$ cat config.mk
export PLATFORM = sky130hd
export DESIGN_NAME = wm_phase_timer_flat
export DESIGN_NICKNAME = d
export VERILOG_FILES = /design/src/rtl/wm_phase_timer_if.sv /design/src/rtl/wm_phase_timer.sv /design/src/flat_wrapper.sv
export SDC_FILE = /design/constraint.sdc
export NUM_CORES = 1
export LEC_CHECK = 0
export ABC_AREA = 0
export BUFFER_PORTS_ARGS = -buffer_cell sky130_fd_sc_hd__buf_2
export CELL_PAD_IN_SITES_DETAIL_PLACEMENT = 1
export CELL_PAD_IN_SITES_GLOBAL_PLACEMENT = 2
export CORE_ASPECT_RATIO = 1.75
export CORE_MARGIN = 3
export CORE_UTILIZATION = 40
export DETAILED_ROUTE_END_ITERATION = 8
export PLACE_DENSITY = 0.85
export SYNTH_ARGS = -nofsm -noshare
export SYNTH_HDL_FRONTEND = slang
export SYNTH_SLANG_ARGS = --single-unit
$ cat constraint.sdc
create_clock -name clk -period 3.9 [get_ports clk]
set_input_delay 0.195 -clock clk [delete_from_list [all_inputs] [get_ports clk]]
set_output_delay 0.195 -clock clk [all_outputs]
set_load 0.02 [all_outputs]
$ cat src/rtl/wm_phase_timer_if.sv
// Signal bundle between the washing-machine controller and its phase timer.
// The master (the controller) drives the phase code, the door switch and the raw
// level sensor. The slave (the timer) returns the phase-complete pulse, the
// debounced water level, the fill timeout flag, busy and the remaining tick count.
//   state           master->slave  3      controller phase code
//   door_closed     master->slave  1      door switch, synchronous to clk
//   water_level_raw master->slave  1      raw level sensor, asynchronous
//   cycle_complete  slave->master  1      1-cycle pulse, timed phase finished
//   water_level     slave->master  1      debounced level
//   fill_timeout    slave->master  1      fill took too long
//   busy            slave->master  1      timer counting
//   remaining       slave->master  CNT_W  ticks left in the timed phase
interface wm_phase_timer_if #(
    parameter int unsigned CNT_W = 16
);
    logic [2:0]       state;
    logic             door_closed;
    logic             water_level_raw;
    logic             cycle_complete;
    logic             water_level;
    logic             fill_timeout;
    logic             busy;
    logic [CNT_W-1:0] remaining;

    modport master (
        output state,
        output door_closed,
        output water_level_raw,
        input  cycle_complete,
        input  water_level,
        input  fill_timeout,
        input  busy,
        input  remaining
    );

    modport slave (
        input  state,
        input  door_closed,
        input  water_level_raw,
        output cycle_complete,
        output water_level,
        output fill_timeout,
        output busy,
        output remaining
    );
endinterface

$ cat src/rtl/wm_phase_timer.sv
// Timing and sensing front end for the washing-machine controller.
// Follows the controller's phase code, times wash/rinse/spin/drain with a prescaled
// tick counter and returns a one-cycle cycle_complete pulse when a timed phase ends.
// The door opening pauses the count. The raw water-level sensor is synchronised and
// debounced, and a fill that runs FILL_TMO ticks without water raises fill_timeout.
// Ports:
//   clk  in  clock
//   rst  in  asynchronous active-low reset
//   bus  wm_phase_timer_if.slave (state, door_closed, water_level_raw in;
//        cycle_complete, water_level, fill_timeout, busy, remaining out; all
//        outputs registered)
module wm_phase_timer #(
    parameter int unsigned CLK_DIV     = 1000,
    parameter int unsigned CNT_W       = 16,
    parameter int unsigned WASH_TICKS  = 30,
    parameter int unsigned RINSE_TICKS = 20,
    parameter int unsigned SPIN_TICKS  = 15,
    parameter int unsigned DRAIN_TICKS = 10,
    parameter int unsigned FILL_TMO    = 50,
    parameter int unsigned DEB_CYCLES  = 8
) (
    input  logic            clk,
    input  logic            rst,
    wm_phase_timer_if.slave bus
);
    localparam int unsigned PRESC_W = (CLK_DIV > 1) ? $clog2(CLK_DIV) : 1;
    localparam int unsigned DEB_W   = $clog2(DEB_CYCLES + 1);

    localparam logic [PRESC_W-1:0] PRESC_LAST = PRESC_W'(CLK_DIV - 1);
    localparam logic [DEB_W-1:0]   DEB_LAST   = DEB_W'(DEB_CYCLES - 1);
    localparam logic [CNT_W-1:0]   FILL_LIMIT = CNT_W'(FILL_TMO);
    localparam logic [CNT_W-1:0]   CNT_MAX    = {CNT_W{1'b1}};

    localparam logic [2:0] PH_IDLE  = 3'd0;
    localparam logic [2:0] PH_FILL  = 3'd1;
    localparam logic [2:0] PH_WASH  = 3'd2;
    localparam logic [2:0] PH_RINSE = 3'd3;
    localparam logic [2:0] PH_SPIN  = 3'd4;
    localparam logic [2:0] PH_DRAIN = 3'd5;

    typedef enum logic [1:0] {
        T_IDLE  = 2'd0,
        T_RUN   = 2'd1,
        T_PAUSE = 2'd2,
        T_DONE  = 2'd3
    } timer_state_e;

    // Tick budget of a phase; zero for untimed phases.
    function automatic logic [CNT_W-1:0] duration(input logic [2:0] ph);
        case (ph)
            PH_WASH:  duration = CNT_W'(WASH_TICKS);
            PH_RINSE: duration = CNT_W'(RINSE_TICKS);
            PH_SPIN:  duration = CNT_W'(SPIN_TICKS);
            PH_DRAIN: duration = CNT_W'(DRAIN_TICKS);
            default:  duration = '0;
        endcase
    endfunction

    function automatic logic is_timed(input logic [2:0] ph);
        is_timed = (ph == PH_WASH) || (ph == PH_RINSE) ||
                   (ph == PH_SPIN) || (ph == PH_DRAIN);
    endfunction

    timer_state_e       timer_q, timer_d;
    logic [2:0]         phase_q, phase_d;
    logic [PRESC_W-1:0] presc_q, presc_d;
    logic [CNT_W-1:0]   remaining_q, remaining_d;
    logic [CNT_W-1:0]   fill_cnt_q, fill_cnt_d;
    logic               cc_q, cc_d;
    logic               fill_tmo_q, fill_tmo_d;
    logic               busy_q, busy_d;

    logic [1:0]         sync_q;
    logic [DEB_W-1:0]   deb_cnt_q, deb_cnt_d;
    logic               water_level_q, water_level_d;

    logic               phase_change;
    logic               in_fill;
    logic               presc_wrap;
    logic               tick;
    logic               fill_tick;
    logic [CNT_W-1:0]   new_dur;

    assign phase_change = (bus.state != phase_q);
    assign in_fill      = (phase_q == PH_FILL);
    assign presc_wrap   = (presc_q == PRESC_LAST);
    assign tick         = (timer_q == T_RUN) && presc_wrap;
    assign fill_tick    = in_fill && presc_wrap;
    assign new_dur      = duration(bus.state);

    // Phase timer state and its registered outputs.
    always_ff @(posedge clk or negedge rst) begin
        if (!rst) begin
            timer_q     <= T_IDLE;
            phase_q     <= PH_IDLE;
            presc_q     <= '0;
            remaining_q <= '0;
            fill_cnt_q  <= '0;
            cc_q        <= 1'b0;
            fill_tmo_q  <= 1'b0;
            busy_q      <= 1'b0;
        end else begin
            timer_q     <= timer_d;
            phase_q     <= phase_d;
            presc_q     <= presc_d;
            remaining_q <= remaining_d;
            fill_cnt_q  <= fill_cnt_d;
            cc_q        <= cc_d;
            fill_tmo_q  <= fill_tmo_d;
            busy_q      <= busy_d;
        end
    end

    // Next-state logic for the phase timer and fill supervision.
    always_comb begin
        timer_d     = timer_q;
        phase_d     = phase_q;
        presc_d     = presc_q;
        remaining_d = remaining_q;
        fill_cnt_d  = fill_cnt_q;
        fill_tmo_d  = fill_tmo_q;
        cc_d        = 1'b0;

        if (phase_change) begin
            // A phase change restarts everything and drops any pulse in flight.
            phase_d     = bus.state;
            presc_d     = '0;
            remaining_d = new_dur;
            fill_cnt_d  = '0;
            fill_tmo_d  = 1'b0;
            if (!is_timed(bus.state)) begin
                timer_d = T_IDLE;
            end else if (new_dur == '0) begin
                cc_d    = 1'b1;
                timer_d = T_DONE;
            end else begin
                timer_d = T_RUN;
            end
        end else begin
            // The prescaler runs while timing a phase or supervising a fill.
            if ((timer_q == T_RUN) || in_fill) begin
                presc_d = presc_wrap ? '0 : presc_q + 1'b1;
            end

            case (timer_q)
                T_RUN: begin
                    if (tick && (remaining_q != '0)) begin
                        remaining_d = remaining_q - 1'b1;
                    end
                    if (tick && (remaining_q == CNT_W'(1))) begin
                        cc_d    = 1'b1;
                        timer_d = T_DONE;
                    end else if (!bus.door_closed) begin
                        timer_d = T_PAUSE;
                    end
                end
                T_PAUSE: begin
                    if (bus.door_closed) begin
                        timer_d = T_RUN;
                    end
                end
                default: begin
                    timer_d = timer_q;
                end
            endcase

            if (in_fill) begin
                if (water_level_q) begin
                    fill_cnt_d = '0;
                end else begin
                    if (fill_tick && (fill_cnt_q != CNT_MAX)) begin
                        fill_cnt_d = fill_cnt_q + 1'b1;
                    end
                    if (fill_cnt_d >= FILL_LIMIT) begin
                        fill_tmo_d = 1'b1;
                    end
                end
            end
        end

        busy_d = (timer_d == T_RUN);
    end

    // Two-flop synchroniser for the asynchronous level sensor.
    always_ff @(posedge clk or negedge rst) begin
        if (!rst) begin
            sync_q <= 2'b00;
        end else begin
            sync_q <= {sync_q[0], bus.water_level_raw};
        end
    end

    // Debounce state.
    always_ff @(posedge clk or negedge rst) begin
        if (!rst) begin
            deb_cnt_q     <= '0;
            water_level_q <= 1'b0;
        end else begin
            deb_cnt_q     <= deb_cnt_d;
            water_level_q <= water_level_d;
        end
    end

    // Toggle the level after DEB_CYCLES consecutive differing samples.
    always_comb begin
        deb_cnt_d     = '0;
        water_level_d = water_level_q;
        if (sync_q[1] != water_level_q) begin
            if (deb_cnt_q == DEB_LAST) begin
                water_level_d = ~water_level_q;
            end else begin
                deb_cnt_d = deb_cnt_q + 1'b1;
            end
        end
    end

    assign bus.cycle_complete = cc_q;
    assign bus.water_level    = water_level_q;
    assign bus.fill_timeout   = fill_tmo_q;
    assign bus.busy           = busy_q;
    assign bus.remaining      = remaining_q;
endmodule

$ cat src/flat_wrapper.sv
// flat-port wrapper written by rule: the top's interface ports become plain ports
module wm_phase_timer_flat 
#(
    parameter int unsigned CLK_DIV     = 1000,
    parameter int unsigned CNT_W       = 16,
    parameter int unsigned WASH_TICKS  = 30,
    parameter int unsigned RINSE_TICKS = 20,
    parameter int unsigned SPIN_TICKS  = 15,
    parameter int unsigned DRAIN_TICKS = 10,
    parameter int unsigned FILL_TMO    = 50,
    parameter int unsigned DEB_CYCLES  = 8
)
  (clk, rst, bus_state, bus_door_closed, bus_water_level_raw, bus_cycle_complete, bus_water_level, bus_fill_timeout, bus_busy, bus_remaining);
  wm_phase_timer_if #(.CNT_W(CNT_W)) bus_i ();
  input  logic clk;
  input  logic rst;
  input wire logic [$bits(bus_i.state)-1:0] bus_state;
  input wire logic [$bits(bus_i.door_closed)-1:0] bus_door_closed;
  input wire logic [$bits(bus_i.water_level_raw)-1:0] bus_water_level_raw;
  output wire logic [$bits(bus_i.cycle_complete)-1:0] bus_cycle_complete;
  output wire logic [$bits(bus_i.water_level)-1:0] bus_water_level;
  output wire logic [$bits(bus_i.fill_timeout)-1:0] bus_fill_timeout;
  output wire logic [$bits(bus_i.busy)-1:0] bus_busy;
  output wire logic [$bits(bus_i.remaining)-1:0] bus_remaining;
  assign bus_i.state = bus_state;
  assign bus_i.door_closed = bus_door_closed;
  assign bus_i.water_level_raw = bus_water_level_raw;
  assign bus_cycle_complete = bus_i.cycle_complete;
  assign bus_water_level = bus_i.water_level;
  assign bus_fill_timeout = bus_i.fill_timeout;
  assign bus_busy = bus_i.busy;
  assign bus_remaining = bus_i.remaining;
  wm_phase_timer #(.CLK_DIV(CLK_DIV), .CNT_W(CNT_W), .WASH_TICKS(WASH_TICKS), .RINSE_TICKS(RINSE_TICKS), .SPIN_TICKS(SPIN_TICKS), .DRAIN_TICKS(DRAIN_TICKS), .FILL_TMO(FILL_TMO), .DEB_CYCLES(DEB_CYCLES)) u_core (.clk(clk), .rst(rst), .bus(bus_i));
endmodule
# == Word-level counts from Yosys, hierarchy flattened ==
# Cells that the tools add are included.
# Widths: inputs -> output; s select.
# word_totals
register_bits,57
inputBits,7
out_inout_bits,20
word_cells,83
# classes
n_addsub,4
magnitude_cmp,1
n_eq_ne,15
muxes,32
bitwise,1
reduce_logical,19
# ops
operator,count
$mux 16,10
$mux 10,3
$pmux 5 s4,1
$add 16x1->16 const B,1
$eq 16x1->1 const B,1
$ge 16x6->1 const B,1
$logic_not 16->1,1
$ne 16x16->1 const B,1
$reduce_bool 16->1,1
$sub 16x1->16 const B,1
$mux 2,6
$add 10x1->10 const B,1
$eq 10x10->1 const B,1
$reduce_bool 2->1,5
$mux 1,9
$mux 4,2
$eq 3x2->1 const B,2
$eq 3x3->1 const B,2
$logic_and 1x1->1,5
$add 4x1->4 const B,1
$eq 2x1->1 const B,2
$eq 4x3->1 const B,1
$logic_or 1x1->1,4
$pmux 2 s2,1
8 further kinds,9

# == Longest topological paths before layout ==
# Gate-level depths: netlist (run 1).
# logic_depth
word_depth,12
mapped_depth,9
ltp_nobuf,8

# == Worst setup path before layout (run 1) ==
# OpenSTA, ideal clock, no wires.
# synth_timing
path_type,reg2reg
start,reg u_core.fill_cnt_q[0]
end,"reg u_core.fill_tmo_q, in the netlist u_core.bus.fill_timeout"
setup_time_ns,0.126
arrival_time_ns,2.193
required_ns,3.774
path_slack_ns,1.581
stages_incl_launch_ff,9
path_buffers,0
period_less_slack_ns,2.319
cell_sequence,dfrtp_1 ha_1 and3_1 nand3_1 o311ai_2 o21ai_0 a211oi_2 a41oi_1 a221o_1
# synth_via
elab_chain_cells,9
word_cells_on_any_way,10
classes_between,add/sub (1); order compare (1); eq/ne (1); mux (4); reduce/logical (3)
# synth_rtl
element,line_no,rtl
start: declaration,wm_phase_timer.sv:68,"logic [CNT_W-1:0] fill_cnt_q, fill_cnt_d;"
start signal: assignment,wm_phase_timer.sv:107,fill_cnt_q <= fill_cnt_d;
branches (longest 2 deep; another with $add 16x1->16),--,
$mux 16 (*),wm_phase_timer.sv:171,if (fill_tick && (fill_cnt_q != CNT_MAX)) begin
$mux 16 (*),wm_phase_timer.sv:168,if (water_level_q) begin
$mux 16 (*),wm_phase_timer.sv:167,if (in_fill) begin
$mux 16 (*),wm_phase_timer.sv:124,if (phase_change) begin
$ge 16x6->1 (*),wm_phase_timer.sv:174,if (fill_cnt_d >= FILL_LIMIT) begin
$reduce_bool 2->1 (no source line) (*),--,
$reduce_and 3->1 (no source line) (*),--,
end signal: assignment,wm_phase_timer.sv:109,fill_tmo_q <= fill_tmo_d;
end: declaration,wm_phase_timer.sv:70,"logic fill_tmo_q, fill_tmo_d;"
# Every way passes the cells marked *. The select of a mux whose other input is x is not followed.
# A chain may end at the register's enable or synchronous reset.

# == Final worst setup path (run 1) ==
# Ends and elaborated chain as after synthesis.

==> run_results.csv, run 1 <==
group,metric,value,unit
status,status,"completed",
finish,nNetsFinal,418,
yosys,async_flop_share,100,%
timing,holdWs,0.0155,ns
critical_path,path_class,"flop to flop",
finish,area_growth,15.8,%
drt,via_count,3067,
global_route,antenna_found_initial,0,
timing,grt_setup_unrepaired,"no",
drt,first_pass_iters,5,
power,peakVddDrop,0.000253,V
global_route,grt_use_total,22.5,%
critical_path,crit_fanout,7,
clock_network,clock_tree.root_cell,"clkbuf_16",
timing,clock_skew,0.00815,ns
clock_network,worstSkewPairLatency,0.33,ns
timing,worst_pin_slew,0.859,ns
critical_path,critPathRequiredTime,4.12,ns
placement,hpwlAfterDp,7.16,mm
timing,max_slew_margin,42.7,%
die,die_h,128,µm
clock_network,cts_htree_levels,3,
clock_network,cts_resized,0,
finish,antennaDiodeCount,0,
global_route,grt_max_degree,34,
die,coreArea,8070,µm²
yosys,synth_seq_cells,57,
drt,wirelength,9.79,mm
yosys,synth.top_cell.area_share,42.2,%
clock_network,clk_pin_slew,0.06,ns
finish,fin_util,48.5,%
die,dieWidth,75.5,µm
clock_network,post_cts_buffers,0,
global_route,globalRoute.totalOverflow,0,
yosys,ys_types,54,
die,initial_core_util,41.9,%
timing,hold_violations,0,
drt,drtAntennaViolNets,0,
clock_network,clk_path_buf_depth,2,
clock_network,cts_tree,"done",
timing,setup_viol,0,
finish,drive_above_1_share,16.1,%
critical_path,critPathCaptureType,"flop",
clock_network,cts_buffers,9,
power,p_per_area,424,nW/µm²
yosys,syn_inst,377,
drt,top_layer_used,"met4",
die,num_io_pins,27,
drt,drc_errors,0,
timing,period_minus_slack,2.78,ns
drt,wl_met1,3.60,mm
placement,gp_congestion,0.869,
yosys,syn_avg_cell_area,8.96,µm²
global_route,grt_pass1_vias,3229,
power,p_total,0.00166,W
timing,fmax,359,MHz
global_route,grt_pass1_wl,16.4,mm
critical_path,start_kind,"flop",
drt,wl_met3,223,µm
drt,drt_iter0_drc,132,
yosys,synth_top_area_cell,"dfrtp_1",
yosys,synth_edf_count,0,
yosys,ys.warnings.count,0,
timing,drv_slew,0,
critical_path,arrival,3.00,ns
drt,viasPerCell,6.15,
placement,port_buffers,26,
yosys,syn_area,3380,µm²
timing,min_period_over_period,71.4,%
drt,dr_wl_met2,5.70,mm
timing,setup_tns,0,ns
clock_network,clock-sinks,57,
yosys,ys.flop_type,"dfrtp_1",
yosys,ys_seq_area_share,42.2,%
yosys,syn-num-nets,391,
power,p_leak,1.66,nW
die,die_area,9630,µm²
flow_run,maxCapViolCount,0,
yosys,synthTopCellsByArea,"dfrtp_1, nor2_1, o21ai_0, nand2_1, a21oi_1",
die,num_rows,43,
worst_hold_path,hp-class,"input pin to flop",
drt,routedWlPerCell,19.6,µm
-- cell usage after synthesis, drive strengths merged, types with 2 or more instances --
master	number
or3	9
nor3b	2
nand2b	2
xnor2	12
nand2	32
o22ai	3
nand4	14
and4	3
xor2	12
ha	7
o311a	2
clkbuf	9
nor3	20
nor2b	6
o21ai	30
a21oi	22
o41ai	3
nor2	40
o31ai	12
nor4	6
and3	8
nand3	13
nor4b	3
inv	11
a21o	4
a31o	3
buf	9
a211oi	3
a31oi	4
or4	3
dfrtp	57
-- routing by layer --
metal | global-route usage, % | vias to the layer above
met2 | 41.6 | 47
met4 | 8.96 | 0
li1 | - | 1442
met5 | 0 | -
met3 | 4.49 | 19
met1 | 23.7 | 1559
-- final cells by class --
| class | instances | area [µm²] |
|---|---|---|
| Timing Repair Buffer | 34 | 195 |
| Tap cell | 90 | 113 |
| Inverter | 11 | 41.3 |
| Fill cell | 970 | 4160 |
| Sequential cell | 57 | 1430 |
| Clock inverter | 2 | 35.0 |
| Clock buffer | 14 | 274 |
| Multi-Input combinational cell | 291 | 1830 |
-- sequential cells by signal (all words and copies together) (netlist names) --
signal / flops
u_core.bus.busy: 1
u_core.bus.cycle_complete: 1
u_core.bus.fill_timeout: 1
u_core.bus.remaining: 16
u_core.bus.water_level: 1
u_core.deb_cnt_q: 4
u_core.fill_cnt_q: 16
u_core.phase_q: 3
u_core.presc_q: 10
u_core.sync_q: 2
u_core.timer_q: 2
-- through the flow --
| step | cells | setup WS [ns] | instance area, µm² |
|---|---|---|---|
| 6_report | 499 | 1.12 | 3910 |
| 5_1_grt | 499 | 0.944 | 3910 |
| 4_1_cts | 499 | 1.16 | 3910 |
| 3_5_place_dp | 481 | 1.21 | 3580 |
| 3_3_place_gp | 481 | 1.27 | 3580 |
| 2_1_floorplan | 377 | 1.58 | 3380 |
-- worst max-delay path, cell delays in order, from the launching register on --
cell and delay [ns]:
dfrtp_1 0.46, ha_1 0.32, and3_1 0.29, nand3_1 0.21, o311ai_2 0.52, o21ai_0 0.22, a211oi_2 0.21, a41oi_1 0.14
a221o_1 0.30
-- repair_timing --
action                                  4_1_cts  5_1_grt
hold endpoints to repair                     25        0
hold buffers                                  2        0
endpoints found under the setup margin        0        0
-- path summary, 6_finish.rpt --
check / startpoint / endpoint / slack, ns / depth (start not counted)
min in group asynchronous: rst / u_core.phase_q[1] / 0.40 / 2
max: u_core.fill_cnt_q[0] / u_core.bus.fill_timeout / 1.12 / 8
max reg2reg: u_core.fill_cnt_q[0] / u_core.bus.fill_timeout / 1.12 / 8
max in group asynchronous: rst / u_core.fill_cnt_q[6] / 2.62 / 3
min: bus_state[1] / u_core.phase_q[1] / 0.02 / 1
min reg2reg: u_core.sync_q[0] / u_core.sync_q[1] / 0.37 / 0
-- placed cells by master, fill, tap and decap left out, types with 3 or more instances in the layout --
| master | instances |
|---|---|
| clkbuf_8 | 3 |
| xnor2_1 | 12 |
| buf_2 | 26 |
| o22ai_1 | 3 |
| nor2_1 | 40 |
| nand4_1 | 14 |
| nand3_1 | 13 |
| nor4_1 | 5 |
| o21ai_0 | 30 |
| nor3_1 | 17 |
| clkbuf_16 | 9 |
| ha_1 | 7 |
| xor2_1 | 12 |
| o41ai_1 | 3 |
| and4_1 | 3 |
| and3_1 | 7 |
| inv_1 | 11 |
| a21oi_1 | 22 |
| o31ai_1 | 12 |
| nor2b_1 | 6 |
| or3_1 | 9 |
| buf_4 | 6 |
| a21o_1 | 4 |
| nand2_1 | 32 |
| a31o_2 | 3 |
| dfrtp_1 | 57 |
| a31oi_1 | 4 |
| nor4b_2 | 3 |
-- report_power, final --
part | switching, W | total (W) | internal (W)
clock | 0.000273 | 0.000818 | 0.000545
sequential | 0.0000328 | 0.000655 | 0.000622
combinational | 0.000115 | 0.000187 | 0.0000720
-- cells by family after synthesis --
family                     Yosys count  synth area share, %
xor gates and xnor gates            24                 6.22
buffers and inverters               29                 3.70
adders and majority gates            7                 2.59
and+or+nand+nor                    165                 27.0
muxes                                2                0.629
AOI/OAI and AO/OA                   93                 17.6
DFF                                 57                 42.2
Note: power is estimated with default switching activity, not from simulation.
==> run 2: changes to the inputs <==
--- a/config.mk
+++ b/config.mk
@@ -5,15 +5,15 @@
 export SDC_FILE = /design/constraint.sdc
 export NUM_CORES = 1
 export LEC_CHECK = 0
-export ABC_AREA = 0
+export ABC_AREA = 1
 export BUFFER_PORTS_ARGS = -buffer_cell sky130_fd_sc_hd__buf_2
 export CELL_PAD_IN_SITES_DETAIL_PLACEMENT = 1
 export CELL_PAD_IN_SITES_GLOBAL_PLACEMENT = 2
 export CORE_ASPECT_RATIO = 1.75
 export CORE_MARGIN = 3
-export CORE_UTILIZATION = 40
+export CORE_UTILIZATION = 35
 export DETAILED_ROUTE_END_ITERATION = 8
-export PLACE_DENSITY = 0.85
+export PLACE_DENSITY = 0.8
 export SYNTH_ARGS = -nofsm -noshare
 export SYNTH_HDL_FRONTEND = slang
 export SYNTH_SLANG_ARGS = --single-unit
==> constraint.sdc (replaced) <==
create_clock -name clk -period 2.6 [get_ports clk]
set_input_delay 0.13 -clock clk [delete_from_list [all_inputs] [get_ports clk]]
set_output_delay 0.13 -clock clk [all_outputs]
set_load 0.02 [all_outputs]
==> run_results.csv, run 2 <==
group,metric,value,unit
die,initial_core_util,36.2,%
critical_path,critPathRequiredTime,2.82,ns
finish,drive_above_1_share,14.9,%
clock_network,cts_htree_levels,3,
clock_network,clk_pin_slew,0.05,ns
finish,mostFrequentLayoutCell,"nand2_1",
timing,setup_tns,0,ns
yosys,syn-num-nets,479,
critical_path,arrival,2.47,ns
critical_path,critPathCaptureType,"flop",
finish,regArea,1430,µm²
yosys,synth_top_area_cell,"dfrtp_1",
die,dieWidth,81.3,µm
worst_hold_path,hp-class,"input pin to flop",
clock_network,cts_tree,"done",
placement,hpwlAfterDp,7.53,mm
yosys,synth_edf_count,0,
die,die_area,11200,µm²
finish,area_growth,17.3,%
clock_network,clock-sinks,57,
global_route,grt_max_degree,58,
finish,antennaDiodeCount,0,
yosys,ys.warnings.count,0,
clock_network,clock_tree.root_cell,"clkbuf_16",
drt,wirelength,10.3,mm
drt,top_layer_used,"met4",
yosys,ys.flop_type,"dfrtp_1",
timing,setup_viol,0,
placement,port_buffers,26,
yosys,ys_seq_area_share,41.1,%
power,peakVddDrop,0.000421,V
timing,worst_pin_slew,0.787,ns
drt,via_count,3214,
global_route,grt_pass1_vias,3395,
timing,drv_slew,0,
yosys,ys_types,41,
finish,nNetsFinal,515,
timing,max_slew_margin,47.5,%
yosys,async_flop_share,100,%
yosys,synth_common_cells,"nand2_1, dfrtp_1, nor2_1",
flow_run,maxCapViolCount,0,
placement,gp_congestion,0.810,
power,switchingPower,0.000710,W
die,num_rows,47,
timing,min_period_over_period,86.5,%
global_route,globalRoute.totalOverflow,0,
critical_path,crit_fanout,17,
drt,first_pass_iters,4,
yosys,synthTopCellsByArea,"dfrtp_1, nand2_1, nor2_1, inv_1, xor2_1",
drt,drt_iter0_drc,154,
clock_network,hold_buffers,5,
critical_path,path_class,"flop to flop",
yosys,syn_avg_cell_area,7.47,µm²
global_route,grt_pass1_wl,17.0,mm
global_route,antenna_found_initial,0,
timing,period_minus_slack,2.25,ns
yosys,syn_inst,465,
power,p_seq_share,38.7,%
timing,grt_setup_unrepaired,"no",
clock_network,cts_buffers,9,
yosys,synth.most_common_cell,"nand2_1",
power,p_leak,1.87,nW
power,power_frac_comb,14.2,%
drt,drc_errors,0,
die,num_io_pins,27,
drt,wl_met1,3.85,mm
power,p_int,0.00185,W
drt,wl_met3,216,µm
clock_network,post_cts_buffers,0,
drt,routedWlPerCell,16.4,µm
timing,clock_skew,0.00491,ns
clock_network,worstSkewPairLatency,0.33,ns
clock_network,clk_path_buf_depth,2,
die,coreArea,9590,µm²
global_route,grt_use_total,20.6,%
drt,viasPerCell,5.13,
drt,dr_wl_met2,5.85,mm
power,p_total,0.00256,W
finish,n_fill_cell,1216,
status,status,"completed",
clock_network,cts_resized,0,
power,swShare,27.8,%
timing,hold_violations,0,
finish,layout_common_cells,"nand2_1, nor2_1, dfrtp_1, inv_1, buf_2",
critical_path,start_kind,"flop",
power,clkPwrFrac,47.1,%
yosys,synth_seq_cells,57,
die,die_h,138,µm
yosys,syn_area,3470,µm²
drt,drtAntennaViolNets,0,
power,p_per_area,627,nW/µm²
timing,fmax,445,MHz
finish,multi_input_area,1790,µm²
yosys,synth.top_cell.area_share,41.1,%
-- run 2: cell count changes after synthesis, moves of 8 or more --
| cell | previous run | this run |
|---|---|---|
| nor2_1 | 40 | 57 |
| or3_1 | 9 | 0 |
| o21ai_0 | 30 | 16 |
| nand3_1 | 13 | 25 |
| o31ai_1 | 12 | 2 |
| xnor2_1 | 12 | 3 |
| inv_1 | 11 | 48 |
| a21oi_1 | 22 | 12 |
| nand2_2 | 0 | 9 |
| o22ai_1 | 3 | 12 |
| o21ai_1 | 0 | 8 |
| nand2_1 | 32 | 121 |
-- run 2: cell type report --
cell class                 count  share of cell area (%)
multi-input combinational    344                    43.8
sequential                    57                    35.0
clock buffer                  12                    6.29
timing repair buffer          35                    5.16
inverter                      54                    4.97
tap                          122                    3.75
clock inverter                 3                   0.982
-- run 2: kinds of logic (layout without fill, tap and decap cells) --
logic type	Yosys count	count (layout)	share of synthesized area (%)
and+or+nand+nor	256	256	33.4
buffers and inverters	64	104	7.49
AOI/OAI and AO/OA	61	61	10.4
DFF	57	57	41.1
xor gates and xnor gates	19	19	4.79
adders and majority gates	7	7	2.52
muxes	1	1	0.324
-- run 2: critical path, stage by stage, from the launching register on --
cell     delay (ns)
dfrtp_1        0.37
ha_1           0.19
nand2_1        0.12
nor2_2         0.17
nand3_2        0.12
nor2_4         0.42
nand2_1        0.18
o21ai_4        0.10
nand2_1        0.06
nor2_1         0.17
nand3_1        0.11
nand2_1        0.07
nand2_1        0.05
-- run 2: routing by layer --
metal | global-route usage, % | vias up
met4 | 11.8 | 0
met5 | 0 | -
met2 | 38.5 | 39
met1 | 20.8 | 1570
li1 | - | 1586
met3 | 3.01 | 19
-- run 2: metrics by stage --
stage | cells | util, % | instance area (µm²) | setup slack (ns) | hold WS, ns
finish | 627 | 42.5 | 4080 | 0.351 | 0.201
global route | 627 | 42.5 | 4080 | 0.126 | 0.248
CTS | 627 | 42.5 | 4080 | 0.318 | 0.208
detailed placement | 607 | 38.9 | 3730 | 0.339 | 0.243
global placement | 607 | 38.9 | 3730 | 0.401 | 0.238
floorplan | 465 | - | 3470 | 0.763 | -0.166
-- run 2: power by group through the flow --
stage | Combinational, W | Sequential [W] | Clock (W)
CTS | 0.000373 | 0.000992 | 0.00123
detailed placement | 0.000366 | 0.00101 | 0
global placement | 0.000356 | 0.00100 | 0
global route | 0.000414 | 0.00100 | 0.00127
finish | 0.000363 | 0.000991 | 0.00120
floorplan | 0.000215 | 0.00102 | 0
-- run 2: final timing paths --
check                                  start                 endpoint  slack (ns)  cells past startpoint
setup / recovery           u_core.presc_q[1]  u_core.bus.fill_timeout        0.35                     12
hold / removal               bus_door_closed        u_core.timer_q[0]        0.20                      5
setup reg to reg           u_core.presc_q[1]  u_core.bus.fill_timeout        0.35                     12
hold reg to reg             u_core.sync_q[0]         u_core.sync_q[1]        0.35                      0
max in group asynchronous                rst    u_core.fill_cnt_q[12]        1.58                      3
min in group asynchronous                rst      u_core.deb_cnt_q[2]        0.49                      3
